**src/rtl/keypad_encoder_if.sv**
```systemverilog
// CPU-side port bundle of the keypad encoder: matrix lines plus the
// read-acknowledge handshake and the registered key/valid/overrun status.
interface keypad_encoder_if;
    logic [3:0] rows;
    logic [3:0] cols;
    logic       rd;
    logic [3:0] key;
    logic       valid;
    logic       overrun;

    modport slave (
        input  rows,
        input  rd,
        output cols,
        output key,
        output valid,
        output overrun
    );

    modport master (
        output rows,
        output rd,
        input  cols,
        input  key,
        input  valid,
        input  overrun
    );
endinterface

```
**src/rtl/keypad_encoder.sv**
```systemverilog
// 4x4 active-low keypad scanner: column scan, frame classification,
// frame-level debounce and a single report per press held for the CPU.
//
// state      | meaning
// -----------+----------------------------------------------------------
// ST_IDLE    | no key accepted; waiting for a debounced SINGLE frame
// ST_PRESSED | a key was reported; waiting for a debounced NONE frame
module keypad_encoder #(
    parameter int SCAN_DIV = 1000,
    parameter int DEBOUNCE = 4
) (
    input logic             clk,
    input logic             reset,
    keypad_encoder_if.slave bus
);
    localparam int PW = (SCAN_DIV > 2) ? $clog2(SCAN_DIV) : 1;
    localparam int CW = $clog2(DEBOUNCE + 1);

    typedef enum logic {
        ST_IDLE,
        ST_PRESSED
    } state_t;

    typedef enum logic [1:0] {
        FR_NONE,
        FR_SINGLE,
        FR_MULTI
    } frame_kind_t;

    // code is forced to zero for NONE/MULTI so whole-struct compare is frame equality
    typedef struct packed {
        frame_kind_t kind;
        logic [3:0]  code;
    } frame_t;

    state_t        state_q,   state_d;
    logic [PW-1:0] presc_q,   presc_d;
    logic [1:0]    col_q,     col_d;
    logic [3:0]    cols_q,    cols_d;
    logic [11:0]   samp_q,    samp_d;
    logic [CW-1:0] cnt_q,     cnt_d;
    frame_t        prev_q,    prev_d;
    logic [3:0]    key_q,     key_d;
    logic          valid_q,   valid_d;
    logic          overrun_q, overrun_d;

    logic          sample;
    logic          frame_edge;
    logic [15:0]   hits;
    logic [4:0]    n_hits;
    logic [3:0]    hit_code;
    frame_t        frame;
    logic          stable;
    logic          report;
    logic          release_key;

    // Key matrix for the frame: columns 0-2 from stored samples, column 3 live.
    always_comb begin
        hits = '0;
        for (int c = 0; c < 4; c++) begin
            for (int r = 0; r < 4; r++) begin
                if (c == 3) hits[4*r + c] = ~bus.rows[r];
                else        hits[4*r + c] = ~samp_q[4*c + r];
            end
        end
        n_hits   = '0;
        hit_code = '0;
        for (int i = 0; i < 16; i++) begin
            n_hits = n_hits + {4'd0, hits[i]};
            if (hits[i]) hit_code = 4'(i);
        end
        frame.code = '0;
        if (n_hits == 5'd0) begin
            frame.kind = FR_NONE;
        end else if (n_hits == 5'd1) begin
            frame.kind = FR_SINGLE;
            frame.code = hit_code;
        end else begin
            frame.kind = FR_MULTI;
        end
    end

    always_comb begin
        presc_d   = presc_q;
        col_d     = col_q;
        cols_d    = cols_q;
        samp_d    = samp_q;
        cnt_d     = cnt_q;
        prev_d    = prev_q;
        state_d   = state_q;
        key_d     = key_q;
        valid_d   = valid_q;
        overrun_d = overrun_q;

        sample      = (presc_q == PW'(SCAN_DIV - 1));
        frame_edge  = sample && (col_q == 2'd3);
        stable      = 1'b0;
        report      = 1'b0;
        release_key = 1'b0;

        if (sample) begin
            presc_d = '0;
            col_d   = col_q + 2'd1;
            cols_d  = ~(4'b0001 << col_d);
            if (col_q != 2'd3) samp_d[{col_q, 2'b00} +: 4] = bus.rows;
        end else begin
            presc_d = presc_q + PW'(1);
        end

        if (frame_edge) begin
            if (frame == prev_q)
                cnt_d = (cnt_q == CW'(DEBOUNCE)) ? cnt_q : cnt_q + CW'(1);
            else
                cnt_d = CW'(1);
            prev_d      = frame;
            stable      = (cnt_d == CW'(DEBOUNCE));
            report      = stable && (state_q == ST_IDLE)    && (frame.kind == FR_SINGLE);
            release_key = stable && (state_q == ST_PRESSED) && (frame.kind == FR_NONE);
        end

        if (report)           state_d = ST_PRESSED;
        else if (release_key) state_d = ST_IDLE;

        // A report on the same edge as rd takes precedence over the clear.
        if (report) begin
            key_d     = frame.code;
            valid_d   = 1'b1;
            overrun_d = bus.rd ? 1'b0 : (overrun_q | valid_q);
        end else if (bus.rd) begin
            valid_d   = 1'b0;
            overrun_d = 1'b0;
        end
    end

    always_ff @(posedge clk or posedge reset) begin
        if (reset) begin
            state_q   <= ST_IDLE;
            presc_q   <= '0;
            col_q     <= '0;
            cols_q    <= 4'b1110;
            samp_q    <= '1;
            cnt_q     <= '0;
            prev_q    <= '{kind: FR_NONE, code: 4'd0};
            key_q     <= '0;
            valid_q   <= 1'b0;
            overrun_q <= 1'b0;
        end else begin
            state_q   <= state_d;
            presc_q   <= presc_d;
            col_q     <= col_d;
            cols_q    <= cols_d;
            samp_q    <= samp_d;
            cnt_q     <= cnt_d;
            prev_q    <= prev_d;
            key_q     <= key_d;
            valid_q   <= valid_d;
            overrun_q <= overrun_d;
        end
    end

    assign bus.cols    = cols_q;
    assign bus.key     = key_q;
    assign bus.valid   = valid_q;
    assign bus.overrun = overrun_q;

endmodule

```
**src/flat_wrapper.sv**
```systemverilog
// flat-port wrapper written by rule: the top's interface ports become plain ports
module keypad_encoder_flat 
#(
    parameter int SCAN_DIV = 1000,
    parameter int DEBOUNCE = 4
)
  (clk, reset, bus_rows, bus_rd, bus_cols, bus_key, bus_valid, bus_overrun);
  keypad_encoder_if bus_i ();
  input logic clk;
  input logic reset;
  input wire logic [$bits(bus_i.rows)-1:0] bus_rows;
  input wire logic [$bits(bus_i.rd)-1:0] bus_rd;
  output wire logic [$bits(bus_i.cols)-1:0] bus_cols;
  output wire logic [$bits(bus_i.key)-1:0] bus_key;
  output wire logic [$bits(bus_i.valid)-1:0] bus_valid;
  output wire logic [$bits(bus_i.overrun)-1:0] bus_overrun;
  assign bus_i.rows = bus_rows;
  assign bus_i.rd = bus_rd;
  assign bus_cols = bus_i.cols;
  assign bus_key = bus_i.key;
  assign bus_valid = bus_i.valid;
  assign bus_overrun = bus_i.overrun;
  keypad_encoder #(.SCAN_DIV(SCAN_DIV), .DEBOUNCE(DEBOUNCE)) u_core (.clk(clk), .reset(reset), .bus(bus_i));
endmodule
```
**config.mk**
```make
export PLATFORM = sky130hd
export DESIGN_NAME = keypad_encoder_flat
export DESIGN_NICKNAME = d
export VERILOG_FILES = /design/src/rtl/keypad_encoder_if.sv /design/src/rtl/keypad_encoder.sv /design/src/flat_wrapper.sv
export SDC_FILE = /design/constraint.sdc
export NUM_CORES = 1
export LEC_CHECK = 0
export CORE_ASPECT_RATIO = 1.2
export CORE_MARGIN = 4
export CORE_UTILIZATION = 50
export DETAILED_ROUTE_END_ITERATION = 12
export PLACE_DENSITY = 0.79
export SYNTH_ARGS = -nofsm -noshare
export SYNTH_HDL_FRONTEND = slang
export SYNTH_SLANG_ARGS = --single-unit
```
**constraint.sdc**
```tcl
create_clock -name clk -period 6.7 [get_ports clk]
set_clock_uncertainty 0.05 [all_clocks]
set_input_delay 1.675 -clock clk [delete_from_list [all_inputs] [get_ports clk]]
set_output_delay 1.675 -clock clk [all_outputs]
set_load 0.05 [all_outputs]
```
==> qor.csv <==
metric,value,unit
synth_largest_area_cell,dfrtp_1,
setup-violations-final,0,
vias,2015,
antenna_found_initial,0,
power.density,170.9,nW/µm²
grt_pass1_vias,1923,
cts.path.max_buffers,2,
syn_area,2715,µm²
htree_num_levels,2,
status,"complete, no violations",
slew_headroom,0.6065,
yosysWarningCount,0,
postSynthCellCount,288,
r2r_cells,17,
die-area,6678,µm²
clock_sinks,44,
drtAntennaViolNets,0,
globalplace.congestion,0.8438,
drc,0,
io_pins,17,
holdPathEnd,u_core.samp_q[0]$_DFFE_PP1P_,
firstDrtPassIters,4,
fin_ws,0.7099,ns
antennaDiodeCount,0,
dieWidth,75.27,µm
path_class,in -> reg,
fmax,166.9,MHz
ctsResizeCount,0,
rr_endpoint,u_core.bus.key[3]$_DFFE_PP0P_,
drv_slew,0,
ys.flop_type,dfrtp_1,
period_share,0.8940,
rrSetupSlack,1.16,ns
grt_max_degree,45,
hold_path.class,reg -> reg,
yosysSeqAreaShare,0.4124,
worstPathArrival,6.14,ns
core,5261,µm²
grt_pass1_wl,8735,µm
cts_buffers,5,
fin_setup_tns,0,ns
synth_seq_cells,44,
ir_drop,0.0001309,V
hold-path-cell-count,2,
synth.distinct_cells,48,
syn_area_per_cell,9.427,µm²
portBuffers,16,
ys_top_cells_by_area,"dfrtp_1, dfstp_2, nand2_1",
dp_slack,0.3470,ns
min_from,u_core.samp_q[0]$_DFFE_PP1P_,
syn-num-nets,319,
placed_cell_area,2960,µm²
clk-insertion-delay-late,0.30,ns
nNetsFinal,342,
path_clk_slew,0.09,ns
cts_tree,yes,
cp.required,6.85,ns
holdBufCountCts,0,
layout_commonest_cell,nand2_1,
hpwl,3959,µm
stdcell_area,3075,µm²
post_cts_buffers,0,
synth-edff-count,0,
synth_top_area_frac,0.2673,
power_leakage,1.572,nW
start_util,0.5161,
final_layout_size_suffix_gt1_frac,0.1314,
finalHoldViolations,0,
routed_wl,5155,µm
startpoint_type,primary input,
die_h,88.73,µm
syn_to_final_growth,13.27,%
ys_async_sr_fraction,1.000,
tightestPinTransition,0.5890,ns
fp-row-count,29,
first_iter_violations,100,
layout_common_cells,"nand2_1, inv_1, dfrtp_1",
crit_fanout,8,
clockRootBuffer,clkbuf_8,
wire_per_inst,13.78,µm
end_kind,flop,
max-cap-violations,0,
rsz0062_at_grt,no,
grtUsageTotal,0.1721,
reg2reg_from,u_core.samp_q[4]$_DFFE_PP1P_,
viasPerCell,5.388,
fin_crit,5.990,ns
gr-total-overflow,0,
[layout make-up]
class	instances	area [µm²]
Fill cell	454	2186
Timing Repair Buffer	19	182.7
Clock inverter	3	46.29
Multi-Input combinational cell	209	1460
Tap cell	62	77.57
Sequential cell	44	1120
Inverter	32	120.1
Clock buffer	5	68.82
[sequential cells by signal, summed over array words and instances (netlist names)]
signal / cells
u_core.samp_q: 12
u_core.presc_q: 10
u_core.prev_q: 6
u_core.bus.cols: 4
u_core.bus.key: 4
u_core.cnt_q: 3
u_core.col_q: 2
u_core.bus.overrun: 1
u_core.bus.valid: 1
u_core.state_q: 1
[power breakdown]
group | internal (W) | switching [W] | leakage [nW]
sequential | 0.000266 | 0.00000000000000000000583 | 0.501
clock | 0.000112 | 0.0000993 | 0.0548
combinational | 0.0000180 | 0.0000300 | 1.02
[cells by family (layout without fill, tap and decap cells)]
kind of cell             Yosys count  in the layout  synth area share
buffers and inverters             35             59           0.04977
multiplexers                       6              6           0.02811
flip-flops                        44             44            0.4124
AO/OA/AOI/OAI                     53             53            0.1184
XOR/XNOR                           9              9           0.02903
AND/OR/NAND/NOR                  117            117            0.2240
adder cells (fa/ha/maj)           24             24            0.1382
[critical path: stages]
cell and delay [ns]:
clkdlybuf4s50_1 0.45, fa_1 0.51, fa_1 0.51, inv_1 0.05, fa_1 0.48, inv_1 0.05
fa_1 0.37, inv_1 0.08, fa_1 0.41, nor3_2 0.25, nand3b_1 0.27, o21ai_0 0.49
nand4_4 0.20, mux2_4 0.33
[layer usage]
metal	part of all wire	track usage
met1	0.44	0.2094
met2	0.51	0.2995
met4	0.020	0.06200
met5	0	0
met3	0.026	0.03409
[cell usage after synthesis, types with 2 or more instances]
library cell and instances:
dfrtp_1 29, mux2_4 3, nor2b_1 2, nand2_2 2
dfstp_2 15, nand4_1 5, nor3_1 2, xnor2_1 5
nand3_1 9, a21oi_1 8, a211oi_1 2, a21o_1 2
nor4_1 2, nor3_2 2, nand3b_1 3, mux2i_1 2
nor3b_1 4, o21ai_0 27, buf_2 3, o22ai_1 2
fa_1 10, nand2_1 59, o21a_1 2, and2_1 3
nor2_1 13, inv_1 32, and3_1 2, xor2_1 4
a21boi_0 2, ha_1 14
[per-stage QoR]
stage | std cells | hold WS, ns | utilization | total power [W]
2_1_floorplan | 288 | 0.4049 | - | 0.0003038
3_3_place_gp | 366 | 0.4161 | 0.5627 | 0.0003177
3_5_place_dp | 366 | 0.4271 | 0.5627 | 0.0003194
4_1_cts | 374 | 0.4403 | 0.5845 | 0.0005336
5_1_grt | 374 | 0.4588 | 0.5845 | 0.0005488
6_report | 374 | 0.4371 | 0.5845 | 0.0005256
[how the worst max path moves through the flow]
| stage | slack, ns | end | start | cells past startpoint |
|---|---|---|---|---|
| 2_1_floorplan | 1.06 | u_core.bus.key[1]$_DFFE_PP0P_ | bus_rows[3] | 14 |
| 3_3_place_gp | 0.46 | u_core.bus.key[2]$_DFFE_PP0P_ | bus_rows[3] | 14 |
| 3_5_place_dp | 0.35 | u_core.bus.key[1]$_DFFE_PP0P_ | bus_rows[3] | 14 |
| 4_1_cts | 0.72 | u_core.cnt_q[2]$_DFFE_PP0P_ | bus_rows[3] | 14 |
| 5_1_grt | 0.48 | u_core.bus.key[1]$_DFFE_PP0P_ | bus_rows[3] | 14 |
| 6_report | 0.71 | u_core.bus.key[3]$_DFFE_PP0P_ | bus_rows[3] | 14 |
(Power assumes the default switching activity.)
